<file path="src/rtl/multicycle_main_control.sv">
// Multicycle LEGv8 main control FSM: sequences fetch/decode/execute/memory/writeback
// and drives ALUOp plus datapath enables. Define MCC_PERF_COUNTERS_EN for cycle/retire counters.
module multicycle_main_control #(
    parameter int MEM_TIMEOUT = 15,
    parameter int CNT_WIDTH   = 32
) (
    input  logic        clk,
    input  logic        rst_n,
    input  logic [10:0] opcode,
    input  logic        zero,
    input  logic        mem_ready,
    output logic [1:0]  alu_op,
    output logic        alu_src_a,
    output logic [1:0]  alu_src_b,
    output logic        iord,
    output logic        mem_read,
    output logic        mem_write,
    output logic        ir_write,
    output logic        pc_write,
    output logic        pc_write_cond,
    output logic        pc_source,
    output logic        reg_write,
    output logic        mem_to_reg,
    output logic        reg2loc,
    output logic        fault,
    output logic [1:0]  fault_code,
    output logic [3:0]  state
`ifdef MCC_PERF_COUNTERS_EN
    ,
    output logic [CNT_WIDTH-1:0] cycle_count,
    output logic [CNT_WIDTH-1:0] instr_retired
`endif
);

    typedef enum logic [3:0] {
        S_START    = 4'd0,
        S_FETCH    = 4'd1,
        S_DECODE   = 4'd2,
        S_MEM_ADDR = 4'd3,
        S_MEM_RD   = 4'd4,
        S_MEM_WB   = 4'd5,
        S_MEM_WR   = 4'd6,
        S_R_EXEC   = 4'd7,
        S_R_WB     = 4'd8,
        S_CBZ      = 4'd9,
        S_BRANCH   = 4'd10,
        S_FAULT    = 4'd15
    } state_t;

    localparam int WAIT_W = (MEM_TIMEOUT > 1) ? $clog2(MEM_TIMEOUT + 1) : 1;
    localparam logic [WAIT_W-1:0] WAIT_LIMIT = (MEM_TIMEOUT > 0) ? WAIT_W'(MEM_TIMEOUT - 1) : '0;

    state_t            state_q, state_next;
    logic [1:0]        fault_code_q, code_next;
    logic [WAIT_W-1:0] wait_cnt;
    logic              mem_wait, timeout;
    logic              is_ldur, is_stur, is_rfmt, is_cbz, is_b;

    // The zero flag qualifies pc_write_cond inside the datapath, not here.
    logic unused_zero;
    assign unused_zero = zero;

    assign is_ldur = (opcode == 11'b11111000010);
    assign is_stur = (opcode == 11'b11111000000);
    assign is_rfmt = (opcode == 11'b10001011000) || (opcode == 11'b11001011000) ||
                     (opcode == 11'b10001010000) || (opcode == 11'b10101010000);
    assign is_cbz  = (opcode[10:3] == 8'b10110100);
    assign is_b    = (opcode[10:5] == 6'b000101);

    assign mem_wait = (state_q == S_FETCH) || (state_q == S_MEM_RD) || (state_q == S_MEM_WR);
    // Ready on the limit cycle wins over the timeout.
    assign timeout  = (MEM_TIMEOUT > 0) && mem_wait && !mem_ready && (wait_cnt == WAIT_LIMIT);

    always_comb begin
        state_next = state_q;
        code_next  = fault_code_q;
        case (state_q)
            S_START:  state_next = S_FETCH;
            S_FETCH: begin
                if (mem_ready) state_next = S_DECODE;
                else if (timeout) begin
                    state_next = S_FAULT;
                    code_next  = 2'b10;
                end
            end
            S_DECODE: begin
                if (is_ldur || is_stur) state_next = S_MEM_ADDR;
                else if (is_rfmt)       state_next = S_R_EXEC;
                else if (is_cbz)        state_next = S_CBZ;
                else if (is_b)          state_next = S_BRANCH;
                else begin
                    state_next = S_FAULT;
                    code_next  = 2'b01;
                end
            end
            S_MEM_ADDR: begin
                if (is_ldur)      state_next = S_MEM_RD;
                else if (is_stur) state_next = S_MEM_WR;
                else begin
                    state_next = S_FAULT;
                    code_next  = 2'b01;
                end
            end
            S_MEM_RD, S_MEM_WR: begin
                if (mem_ready) state_next = (state_q == S_MEM_RD) ? S_MEM_WB : S_FETCH;
                else if (timeout) begin
                    state_next = S_FAULT;
                    code_next  = 2'b10;
                end
            end
            S_MEM_WB, S_R_WB, S_CBZ, S_BRANCH: state_next = S_FETCH;
            S_R_EXEC: state_next = S_R_WB;
            S_FAULT:  state_next = S_FAULT;
            default:  state_next = S_START;
        endcase
    end

    always_ff @(posedge clk or negedge rst_n) begin
        if (!rst_n) begin
            state_q      <= S_START;
            fault_code_q <= 2'b00;
            wait_cnt     <= '0;
        end else begin
            state_q      <= state_next;
            fault_code_q <= code_next;
            if (state_next != state_q)
                wait_cnt <= '0;
            else if (mem_wait && !mem_ready && (wait_cnt != '1))
                wait_cnt <= wait_cnt + WAIT_W'(1);
        end
    end

    always_comb begin
        alu_op        = 2'b00;
        alu_src_a     = 1'b0;
        alu_src_b     = 2'b00;
        iord          = 1'b0;
        mem_read      = 1'b0;
        mem_write     = 1'b0;
        ir_write      = 1'b0;
        pc_write      = 1'b0;
        pc_write_cond = 1'b0;
        pc_source     = 1'b0;
        reg_write     = 1'b0;
        mem_to_reg    = 1'b0;
        reg2loc       = 1'b0;
        case (state_q)
            S_FETCH: begin
                mem_read  = 1'b1;
                alu_src_b = 2'b01;
                ir_write  = mem_ready;
                pc_write  = mem_ready;
            end
            S_DECODE:   alu_src_b = 2'b11;
            S_MEM_ADDR: begin
                alu_src_a = 1'b1;
                alu_src_b = 2'b10;
            end
            S_MEM_RD: begin
                mem_read = 1'b1;
                iord     = 1'b1;
            end
            S_MEM_WB: begin
                reg_write  = 1'b1;
                mem_to_reg = 1'b1;
            end
            S_MEM_WR: begin
                mem_write = 1'b1;
                iord      = 1'b1;
                reg2loc   = 1'b1;
            end
            S_R_EXEC: begin
                alu_src_a = 1'b1;
                alu_op    = 2'b10;
            end
            S_R_WB: reg_write = 1'b1;
            S_CBZ: begin
                reg2loc       = 1'b1;
                alu_src_a     = 1'b1;
                alu_op        = 2'b01;
                pc_write_cond = 1'b1;
                pc_source     = 1'b1;
            end
            S_BRANCH: begin
                pc_write  = 1'b1;
                pc_source = 1'b1;
            end
            default: ;
        endcase
    end

    assign fault      = (state_q == S_FAULT);
    assign fault_code = fault_code_q;
    assign state      = state_q;

`ifdef MCC_PERF_COUNTERS_EN
    always_ff @(posedge clk or negedge rst_n) begin
        if (!rst_n) begin
            cycle_count   <= '0;
            instr_retired <= '0;
        end else begin
            if ((state_q != S_START) && (state_q != S_FAULT))
                cycle_count <= cycle_count + CNT_WIDTH'(1);
            // A return to FETCH from anywhere but START marks a completed instruction.
            if ((state_next == S_FETCH) && (state_q != S_FETCH) && (state_q != S_START))
                instr_retired <= instr_retired + CNT_WIDTH'(1);
        end
    end
`else
    localparam int unused_cnt_width = CNT_WIDTH;
`endif

endmodule

</file>
<file path="config.mk">
export PLATFORM = sky130hd
export DESIGN_NAME = multicycle_main_control
export DESIGN_NICKNAME = d
export VERILOG_FILES = /design/src/rtl/multicycle_main_control.sv
export SDC_FILE = /design/constraint.sdc
export NUM_CORES = 1
export LEC_CHECK = 0
export BUFFER_PORTS_ARGS = -buffer_cell sky130_fd_sc_hd__buf_2
export CORE_MARGIN = 5
export CORE_UTILIZATION = 52
export CTS_CLUSTER_SIZE = 25
export DETAILED_ROUTE_END_ITERATION = 8
export GPL_ROUTABILITY_DRIVEN = 0
export PLACE_DENSITY = 0.87
export REMOVE_ABC_BUFFERS = 1
export SLEW_MARGIN = 5
export SYNTH_ARGS = -nofsm -noshare
export SYNTH_HDL_FRONTEND = slang
export SYNTH_SLANG_ARGS = --single-unit
</file>
<file path="constraint.sdc">
create_clock -name clk -period 4.1 [get_ports clk]
set_input_delay 0.205 -clock clk [delete_from_list [all_inputs] [get_ports clk]]
set_output_delay 0.205 -clock clk [all_outputs]
set_load 0.05 [all_outputs]
</file>
==> impl_metrics.py, run 1 <==
metrics = {
    "sta": {
        "worstMarginPinSlew_ns": 0.631,
        "fin_ws_ns": 1.77,
        "layout_min_cycle_time_ns": 2.33,
        "fmax_mhz": 429,
        "rsz0062_at_grt": "no",
        "final.setup.tns_ns": 0,
        "clock_skew_ns": 0.000529,
        "finalHoldViolations": 0,
        "finalCritPeriodShare": 0.569,
        "drv_slew": 0,
        "slew_headroom": 0.579,
        "finalSetupViolCount": 0,
    },
    "placed_design": {
        "placed_area_um2": 1150,
        "io_buffers": 35,
        "place_ws_ns": 1.80,
        "dp.cells": 173,
        "dp_hpwl_um": 2020,
    },
    "min_path": {
        "hp-class": "input pin to asynchronous set/reset pin",
    },
    "cells_and_area": {
        "stdcell_area_um2": 1190,
        "diodes": 0,
        "drive_above_1_share": 0.314,
        "finish.net_count": 171,
        "final_cell_count_no_fill": 178,
        "final_util": 0.683,
        "area_growth_pct": 22.7,
    },
    "drt": {
        "route.detailed.drc": 0,
        "wl_per_cell_um": 14.9,
        "vias": 1091,
        "drt_first_pass_iters": 5,
        "routed_via_density": 6.13,
        "wirelength_um": 2660,
        "initialDrtViolationCount": 15,
        "antenna_left": 0,
    },
    "setup_path": {
        "setup.worst_path.end_class": "register",
        "crit_type": "register to register",
        "required_ns": 4.24,
        "path_cells": "or3b_1 > a2111o_1 > o2111a_1 > a31oi_4 > nor3_1",
        "cp_slowest_cell": "dfrtp_1",
        "start_kind": "register",
        "startpoint": "state[0]",
        "max_stage_delay_ns": 0.75,
        "reg2reg_from": "state[0]",
        "crit_arrival_ns": 2.47,
        "critPathMaxFanout": 22,
        "path_buf_inv": 0,
        "critPathTopFamily": "compound AO/OA/AOI/OAI gates",
    },
    "cts": {
        "numClockSinks": 10,
        "cts_buffers": 3,
        "cts-resized-gates": 0,
        "cts.htree.levels": 1,
        "hold_buffers": 1,
        "root_buffer": "clkbuf_4",
        "cts_tree": "yes",
        "postCtsSetupBuffers": 0,
        "cts.path.max_buffers": 2,
        "clk_transition_reported_paths_ns": 0.07,
        "worstSkewPairLatency_ns": 0.27,
    },
    "synthesis": {
        "synthFlopType": "dfrtp_1",
        "synth_top_area_share": 0.257,
        "postSynthAreaPerCell_um2": 8.10,
        "yosysUniqueCellTypes": 51,
        "synthArstFlopShare": 1.00,
        "synthTopCellsByArea": "dfrtp_1 26%, nor2_1 5.8%, nand3_1 4.6%, a21oi_1 3.6%, nand2_1 2.7%",
        "ys_seq_elements": 10,
        "syn_inst": 120,
        "synth_edf_count": 0,
        "synth_area_um2": 972,
        "synth_common_cells": "15 x nor2_1, 10 x dfrtp_1, 9 x nand3_1",
        "ys_seq_area_frac": 0.257,
        "yosysMostFrequentCell": "nor2_1",
        "yosysWarnings": 0,
        "yosys.area.top_type": "dfrtp_1",
    },
    "pwr": {
        "p_leak_nw": 0.552,
        "power_density_nw_per_um2": 865,
        "switching_power_w": 0.000634,
        "power_frac_seq": 0.199,
        "p_int_w": 0.000397,
        "p_comb_frac": 0.712,
        "p_clk_frac": 0.089,
        "switching_share": 0.615,
        "irDropWorstVdd_v": 0.000569,
    },
    "grt": {
        "gr-usage-all-layers": 0.207,
        "overflow": 0,
        "grt_pass1_vias": 1064,
        "grt_first_pass_wirelength_um": 4350,
        "grt_max_degree": 23,
        "antenna_found_initial": 0,
    },
    "job": {
        "maxCapViolations": 0,
    },
    "floorplanning": {
        "num_rows": 15,
        "coreArea_um2": 1750,
        "die_h_um": 53.2,
        "io_pins": 37,
        "die_x_um": 53.2,
        "design.die.area_um2": 2830,
        "start_util": 0.557,
    },
    "run_status": {
        "status": "finished clean",
    },
}
## sequential cells by signal (all words and copies together) (netlist names)
| register | count |
|---|---|
| fault_code | 2 |
| state | 4 |
| wait_cnt | 4 |
## logic make-up after synthesis
| logic type | Yosys count | share of synthesized area |
|---|---|---|
| multiplexers | 3 | 0.0322 |
| AND/OR/NAND/NOR | 59 | 0.346 |
| adder cells (fa/ha/maj) | 2 | 0.0257 |
| XOR/XNOR | 4 | 0.0360 |
| buffers and inverters | 11 | 0.0489 |
| AO/OA/AOI/OAI | 31 | 0.254 |
| flip-flops | 10 | 0.257 |
## metal layers
layer  GRT usage  share of wire
met1       0.220           0.40
met2       0.380           0.52
met3      0.0535          0.063
met4      0.0851          0.018
met5           0              0
## final timing paths
path,to,slack (ns),cells past startpoint
hold / removal,state[3],0.33,2
min in group clk,state[0],0.38,4
setup / recovery,wait_cnt[2],1.77,5
setup reg to reg,wait_cnt[2],1.77,5
hold reg to reg,fault_code[0],0.49,1
max in group asynchronous,wait_cnt[2],3.58,2
## area by class of cell
cell class / instances / area (µm²)
clock buffers: 4 / 36.3
fillers: 151 / 553
inverters: 4 / 15.0
multi-input cells: 99 / 674
flip-flops and latches: 10 / 250
well taps: 25 / 31.3
repair buffers: 36 / 185
## worst reg2reg max path, stage by stage, from the launching register on
cell,delay [ns]
dfrtp_1,0.75
or3b_1,0.44
a2111o_1,0.49
o2111a_1,0.22
a31oi_4,0.21
nor3_1,0.09
## stage by stage
stage	hold slack, ns	power [W]
2_1_floorplan	-0.0906	0.000774
6_report	0.327	0.00103
3_5_place_dp	0.0777	0.000935
5_1_grt	0.338	0.00110
3_3_place_gp	0.0727	0.000921
4_1_cts	0.320	0.00103
## power by group through the flow
| stage | logic [W] | registers (W) | clock network, W |
|---|---|---|---|
| after floorplan | 0.000531 | 0.000243 | 0 |
| after global placement | 0.000720 | 0.000200 | 0 |
| after detailed placement | 0.000731 | 0.000204 | 0 |
| after CTS | 0.000735 | 0.000202 | 0.0000915 |
| after global routing | 0.000785 | 0.000214 | 0.0000987 |
| final | 0.000734 | 0.000206 | 0.0000916 |
## cells in the final DEF (no fill, tap or decap), drive strengths merged, types with 2 or more instances in the layout
master	instances
or3	2
nand3	9
mux2i	2
and2	2
a22oi	2
dfrtp	10
nand2	7
o21ai	4
o22ai	2
xor2	2
a21oi	7
xnor2	2
nor2	15
o221ai	2
buf	35
nand2b	3
a211oi	2
ha	2
and3	3
nor3	4
inv	4
nor2b	3
or2	2
and4bb	2
clkbuf	4
No activity file was read; power rests on OpenSTA's default activity.
==> run 2: changes to the inputs <==
- CORE_UTILIZATION: 52 -> 44
- PLACE_DENSITY: 0.87 -> 0.79
- clock period: 4.1 -> 2.1 ns (I/O delays scaled with it)
==> run 2 against run 1 <==
Die area grew 15%. Critical path type unchanged. Clock skew grew 0.0018 ns. Flip-flop and latch count is the same.
==> impl_metrics.py, run 2 (synthesis results as in run 1) <==
metrics = {
    "sta": {
        "finalHoldViolations": 0,
        "fmax_mhz": 504,
        "finalCritPeriodShare": 0.944,
        "layout_min_cycle_time_ns": 1.98,
        "rsz0062_at_grt": "no",
        "clock_skew_ns": 0.00234,
        "drv_slew": 0,
        "finalSetupViolCount": 0,
        "worstMarginPinSlew_ns": 0.451,
        "slew_headroom": 0.696,
    },
    "cts": {
        "root_buffer": "clkbuf_4",
        "hold_buffers": 1,
        "cts.path.max_buffers": 2,
        "postCtsSetupBuffers": 0,
        "cts.htree.levels": 1,
        "cts-resized-gates": 0,
        "cts_tree": "yes",
        "numClockSinks": 10,
        "cts_buffers": 3,
        "worstSkewPairLatency_ns": 0.25,
        "clk_transition_reported_paths_ns": 0.06,
    },
    "floorplanning": {
        "num_rows": 17,
        "die_h_um": 57.0,
        "start_util": 0.448,
        "design.die.area_um2": 3250,
        "coreArea_um2": 2170,
        "io_pins": 37,
        "die_x_um": 57.0,
    },
    "drt": {
        "drt_first_pass_iters": 4,
        "route.detailed.drc": 0,
        "antenna_left": 0,
        "routed_via_density": 5.64,
        "wl_per_cell_um": 13.4,
        "highest_layer": "met3",
        "dr_wl_met2_um": 1200,
        "wirelength_um": 2540,
        "met1_length_um": 1100,
        "routed-wl-met3_um": 249,
        "initialDrtViolationCount": 61,
        "vias": 1066,
    },
    "pwr": {
        "power_density_nw_per_um2": 1660,
        "switching_share": 0.596,
        "irDropWorstVdd_v": 0.000994,
        "p_leak_nw": 0.588,
        "p_clk_frac": 0.058,
        "power_w": 0.00208,
        "switching_power_w": 0.00124,
        "p_int_w": 0.000840,
        "p_comb_frac": 0.804,
        "power_frac_seq": 0.138,
    },
    "grt": {
        "gr-usage-all-layers": 0.166,
        "antenna_found_initial": 0,
        "grt_first_pass_wirelength_um": 4510,
        "grt_pass1_vias": 994,
        "overflow": 0,
        "grt_max_degree": 16,
    },
    "setup_path": {
        "critPathTopFamily": "compound AO/OA/AOI/OAI gates",
        "required_ns": 2.22,
        "start_kind": "register",
        "path_buf_inv": 0,
        "path_cells": "or3b_1 > a2111o_1 > o2111a_1 > a31oi_4 > nor3_1",
        "reg2regPathDepth": 5,
        "startpoint": "state[1]",
        "reg2reg_from": "state[1]",
        "max_stage_delay_ns": 0.50,
        "cp_slowest_cell": "a2111o_1",
        "cp.depth": 5,
        "crit_arrival_ns": 2.11,
        "crit_type": "register to register",
        "critPathMaxFanout": 6,
        "setup.worst_path.end_class": "register",
    },
    "cells_and_area": {
        "area_growth_pct": 28.6,
        "final_common_cell": "buf_2",
        "finish.net_count": 180,
        "final_util": 0.576,
        "mostFrequentLayoutCells": "35 x buf_2, 15 x nor2_1, 10 x dfrtp_1",
        "drive_above_1_share": 0.348,
        "diodes": 0,
    },
    "placed_design": {
        "dp_hpwl_um": 2060,
        "io_buffers": 35,
    },
    "run_status": {
        "status": "finished clean",
    },
    "job": {
        "maxCapViolations": 0,
    },
    "min_path": {
        "hp-class": "input pin to asynchronous set/reset pin",
    },
}
-- run 2: stage by stage --
step	instance area (µm²)	std cells	setup WS (ns)	setup TNS [ns]	hold WS (ns)
2_1_floorplan	940	113	-0.219	-0.936	-0.191
6_report	1250	189	0.117	0	0.232
3_3_place_gp	1220	185	0.133	0	-0.0340
3_5_place_dp	1220	185	0.137	0	-0.0242
5_1_grt	1250	189	0.0109	0	0.261
4_1_cts	1250	189	0.124	0	0.224
-- run 2: final cells by class --
type | instances | area (µm²)
fill | 202 | 920
multi-input combinational | 99 | 674
timing repair buffer | 45 | 253
sequential | 10 | 250
tap | 28 | 35.0
clock buffer | 3 | 22.5
inverter | 4 | 15.0
-- run 2: power groups by stage --
stage / clock [W] / sequential [W] / combinational (W)
finish: 0.000121 / 0.000286 / 0.00167
detailed placement: 0 / 0.000288 / 0.00167
global route: 0.000142 / 0.000295 / 0.00179
CTS: 0.000129 / 0.000285 / 0.00168
global placement: 0 / 0.000288 / 0.00164
floorplan: 0 / 0.000474 / 0.00104
-- run 2: final timing paths --
check	to	slack [ns]
min in group clk	state[0]	0.30
min reg2reg	fault_code[0]	0.49
max	wait_cnt[0]	0.12
max reg2reg	wait_cnt[0]	0.12
max in group asynchronous	state[1]	1.68
min	wait_cnt[2]	0.23
-- run 2: metal layers --
metal  track usage  up-vias
met3        0.0294        0
met4        0.0397        0
met1         0.228      490
met2         0.271       46
met5             0        -
li1              -      530
==> run 3: changes to the inputs <==
- ABC_AREA: default -> 1
- clock period: 2.1 -> 1.6 ns (I/O delays scaled with it)
==> run 3 against run 2 <==
The run now ends with setup timing left. Fmax rose by 21%. Global-route usage rose by 0.40 points. Utilization grew 13 points. Register-to-register slack worse by 0.15 ns. Clock power up 84%. Synthesized cell count grew 38%. Clock skew decreased by 0.00094 ns. Sequential power increased by 65%. Wire length is 21% higher. Worst setup slack got worse by 0.15 ns. Total power up 60%. Critical path depth is 7 higher. Largest power group unchanged.
==> impl_metrics.py, run 3 <==
metrics = {
    "drt": {
        "wl_per_cell_um": 12.1,
        "initialDrtViolationCount": 21,
        "route.detailed.drc": 0,
        "wirelength_um": 3080,
        "antenna_left": 0,
        "routed_via_density": 5.02,
        "drt_first_pass_iters": 4,
        "vias": 1274,
    },
    "floorplanning": {
        "die_h_um": 57.2,
        "coreArea_um2": 2170,
        "start_util": 0.453,
        "io_pins": 37,
        "num_rows": 17,
        "die_x_um": 57.2,
        "design.die.area_um2": 3280,
    },
    "min_path": {
        "min_from": "opcode[1]",
        "hp-class": "input pin to register",
        "hold_depth": 4,
        "whs_endpoint": "state[1]",
    },
    "sta": {
        "rsz0062_at_grt": "yes",
        "slew_headroom": 0.809,
        "fmax_mhz": 611,
        "fin_ws_ns": -0.0374,
        "layout_min_cycle_time_ns": 1.64,
        "finalHoldViolations": 0,
        "finalSetupViolCount": 4,
        "drv_slew": 0,
        "clock_skew_ns": 0.00140,
        "worstMarginPinSlew_ns": 0.285,
        "finalCritPeriodShare": 1.02,
    },
    "cts": {
        "cts_tree": "yes",
        "cts.htree.levels": 1,
        "cts.path.max_buffers": 2,
        "cts_buffers": 3,
        "numClockSinks": 10,
        "clk_transition_reported_paths_ns": 0.07,
        "worstSkewPairLatency_ns": 0.26,
        "root_buffer": "clkbuf_4",
    },
    "cells_and_area": {
        "mostFrequentLayoutCells": "38 x nand2_1, 27 x buf_4, 26 x nor2_1",
        "final_common_cell": "nand2_1",
        "final_cell_count_no_fill": 254,
        "diodes": 0,
        "area_growth_pct": 56.1,
        "finish.net_count": 244,
        "drive_above_1_share": 0.469,
    },
    "pwr": {
        "p_clk_frac": 0.067,
        "switching_share": 0.590,
        "irDropWorstVdd_v": 0.00160,
        "power_frac_seq": 0.142,
        "power_density_nw_per_um2": 2170,
        "switching_power_w": 0.00196,
        "p_int_w": 0.00136,
        "p_leak_nw": 0.850,
        "p_comb_frac": 0.791,
    },
    "synthesis": {
        "synth_edf_count": 0,
        "yosysWarnings": 0,
        "synthArstFlopShare": 1.00,
        "ys_seq_elements": 10,
        "synth_area_um2": 982,
        "synth_common_cells": "43 x nand2_1, 33 x nor2_1, 21 x inv_1",
        "ys_seq_area_frac": 0.255,
        "syn_inst": 165,
        "postSynthAreaPerCell_um2": 5.95,
        "synth_top_area_share": 0.255,
        "synthFlopType": "dfrtp_1",
        "yosysMostFrequentCell": "nand2_1",
        "yosysUniqueCellTypes": 23,
        "synthTopCellsByArea": "dfrtp_1 25%, nand2_1 16%, nor2_1 13%, inv_1 8.0%, nand3_1 5.6%",
        "yosys.area.top_type": "dfrtp_1",
    },
    "job": {
        "maxCapViolations": 0,
    },
    "setup_path": {
        "required_ns": 1.75,
        "start_kind": "register",
        "r2r_slack_ns": -0.04,
        "crit_type": "register to register",
        "crit_arrival_ns": 1.79,
        "setup.worst_path.end_class": "register",
        "reg2reg_from": "state[0]",
        "reg2regPathDepth": 12,
        "rr_endpoint": "wait_cnt[3]",
        "critPathMaxFanout": 6,
    },
    "grt": {
        "antenna_found_initial": 0,
        "grt_max_degree": 11,
        "gr-usage-all-layers": 0.170,
        "grt_pass1_vias": 1116,
        "overflow": 0,
        "grt_first_pass_wirelength_um": 4570,
    },
    "placed_design": {
        "dp_hpwl_um": 2230,
        "place_ws_ns": -0.0438,
        "io_buffers": 35,
        "dp.cells": 240,
    },
    "run_status": {
        "status": "finished, violations left",
        "violations": "setup timing",
    },
}
run 3: critical path, cell delays in order, from the launching register on:
cell and delay (ns):
dfrtp_2 0.46, inv_2 0.12, nor2_4 0.05, nand2_1 0.08, nand2_1 0.08, nor3_2 0.13
inv_1 0.09, nor2_2 0.16, nand3_2 0.09, nand2_1 0.06, nand2_1 0.05, nand2_2 0.09
nor2_1 0.05
run 3: cell families (layout without fill, tap and decap cells):
| logic type | count (synthesis) | in the layout | share of synthesized area |
|---|---|---|---|
| xor gates and xnor gates | 3 | 3 | 0.0268 |
| and+or+nand+nor | 113 | 113 | 0.520 |
| AOI/OAI and AO/OA | 11 | 11 | 0.0624 |
| adders and majority gates | 2 | 2 | 0.0255 |
| DFF | 10 | 10 | 0.255 |
| buffers and inverters | 26 | 87 | 0.111 |
run 3: power groups by stage:
stage / Clock, W / Sequential (W) / Combinational [W]
2_1_floorplan: 0 / 0.000698 / 0.00132
3_3_place_gp: 0 / 0.000442 / 0.00216
3_5_place_dp: 0 / 0.000445 / 0.00218
4_1_cts: 0.000229 / 0.000451 / 0.00227
5_1_grt: 0.000243 / 0.000478 / 0.00280
6_report: 0.000223 / 0.000473 / 0.00263
run 3: through the flow:
| stage | total power, W | util | hold slack, ns | area, µm² | TNS, ns |
|---|---|---|---|---|---|
| 3_3_place_gp | 0.00260 | 0.589 | -0.0448 | 1280 | 0 |
| 2_1_floorplan | 0.00202 | - | -0.216 | 963 | -8.98 |
| 3_5_place_dp | 0.00262 | 0.589 | -0.0456 | 1280 | -0.0438 |
| 4_1_cts | 0.00295 | 0.628 | 0.164 | 1360 | -0.0346 |
| 6_report | 0.00332 | 0.706 | 0.167 | 1530 | -0.135 |
| 5_1_grt | 0.00352 | 0.706 | 0.221 | 1530 | -0.577 |
run 3: layout make-up:
type                            instances  area, µm²
Clock buffer                            4       36.3
Fill cell                             173        637
Inverter                               24       92.6
Multi-Input combinational cell        129        713
Sequential cell                        10        255
Tap cell                               28       35.0
Timing Repair Buffer                   59        400
run 3: repair_timing:
item | in CTS | in global routing
hold buffers | 1 | 0
resized for setup | 12 | 43
hold endpoints to repair | 10 | 0
setup endpoints to repair | 16 | 19
buffers inserted | 1 | 8
pin swaps | 1 | 11
run 3: worst max-delay path by stage:
stage / slack (ns) / end / start / cells past startpoint
after floorplan: -0.80 / fault_code[1] / state[2] / 7
after global placement: 0.003 / fault_code[1] / state[0] / 10
after detailed placement: -0.04 / fault_code[1] / state[0] / 10
after CTS: -0.03 / pc_write / state[3] / 5
after global routing: -0.12 / wait_cnt[1] / state[3] / 11
final: -0.04 / wait_cnt[3] / state[0] / 12
run 3: layer usage:
| layer | wire length (µm) | share of wire | vias up | GRT usage |
|---|---|---|---|---|
| li1 | - | - | 647 | - |
| met1 | 1330 | 0.43 | 570 | 0.222 |
| met2 | 1520 | 0.49 | 51 | 0.295 |
| met3 | 199 | 0.065 | 6 | 0.0204 |
| met4 | 31 | 0.010 | 0 | 0.0464 |
| met5 | 0 | 0 | - | 0 |
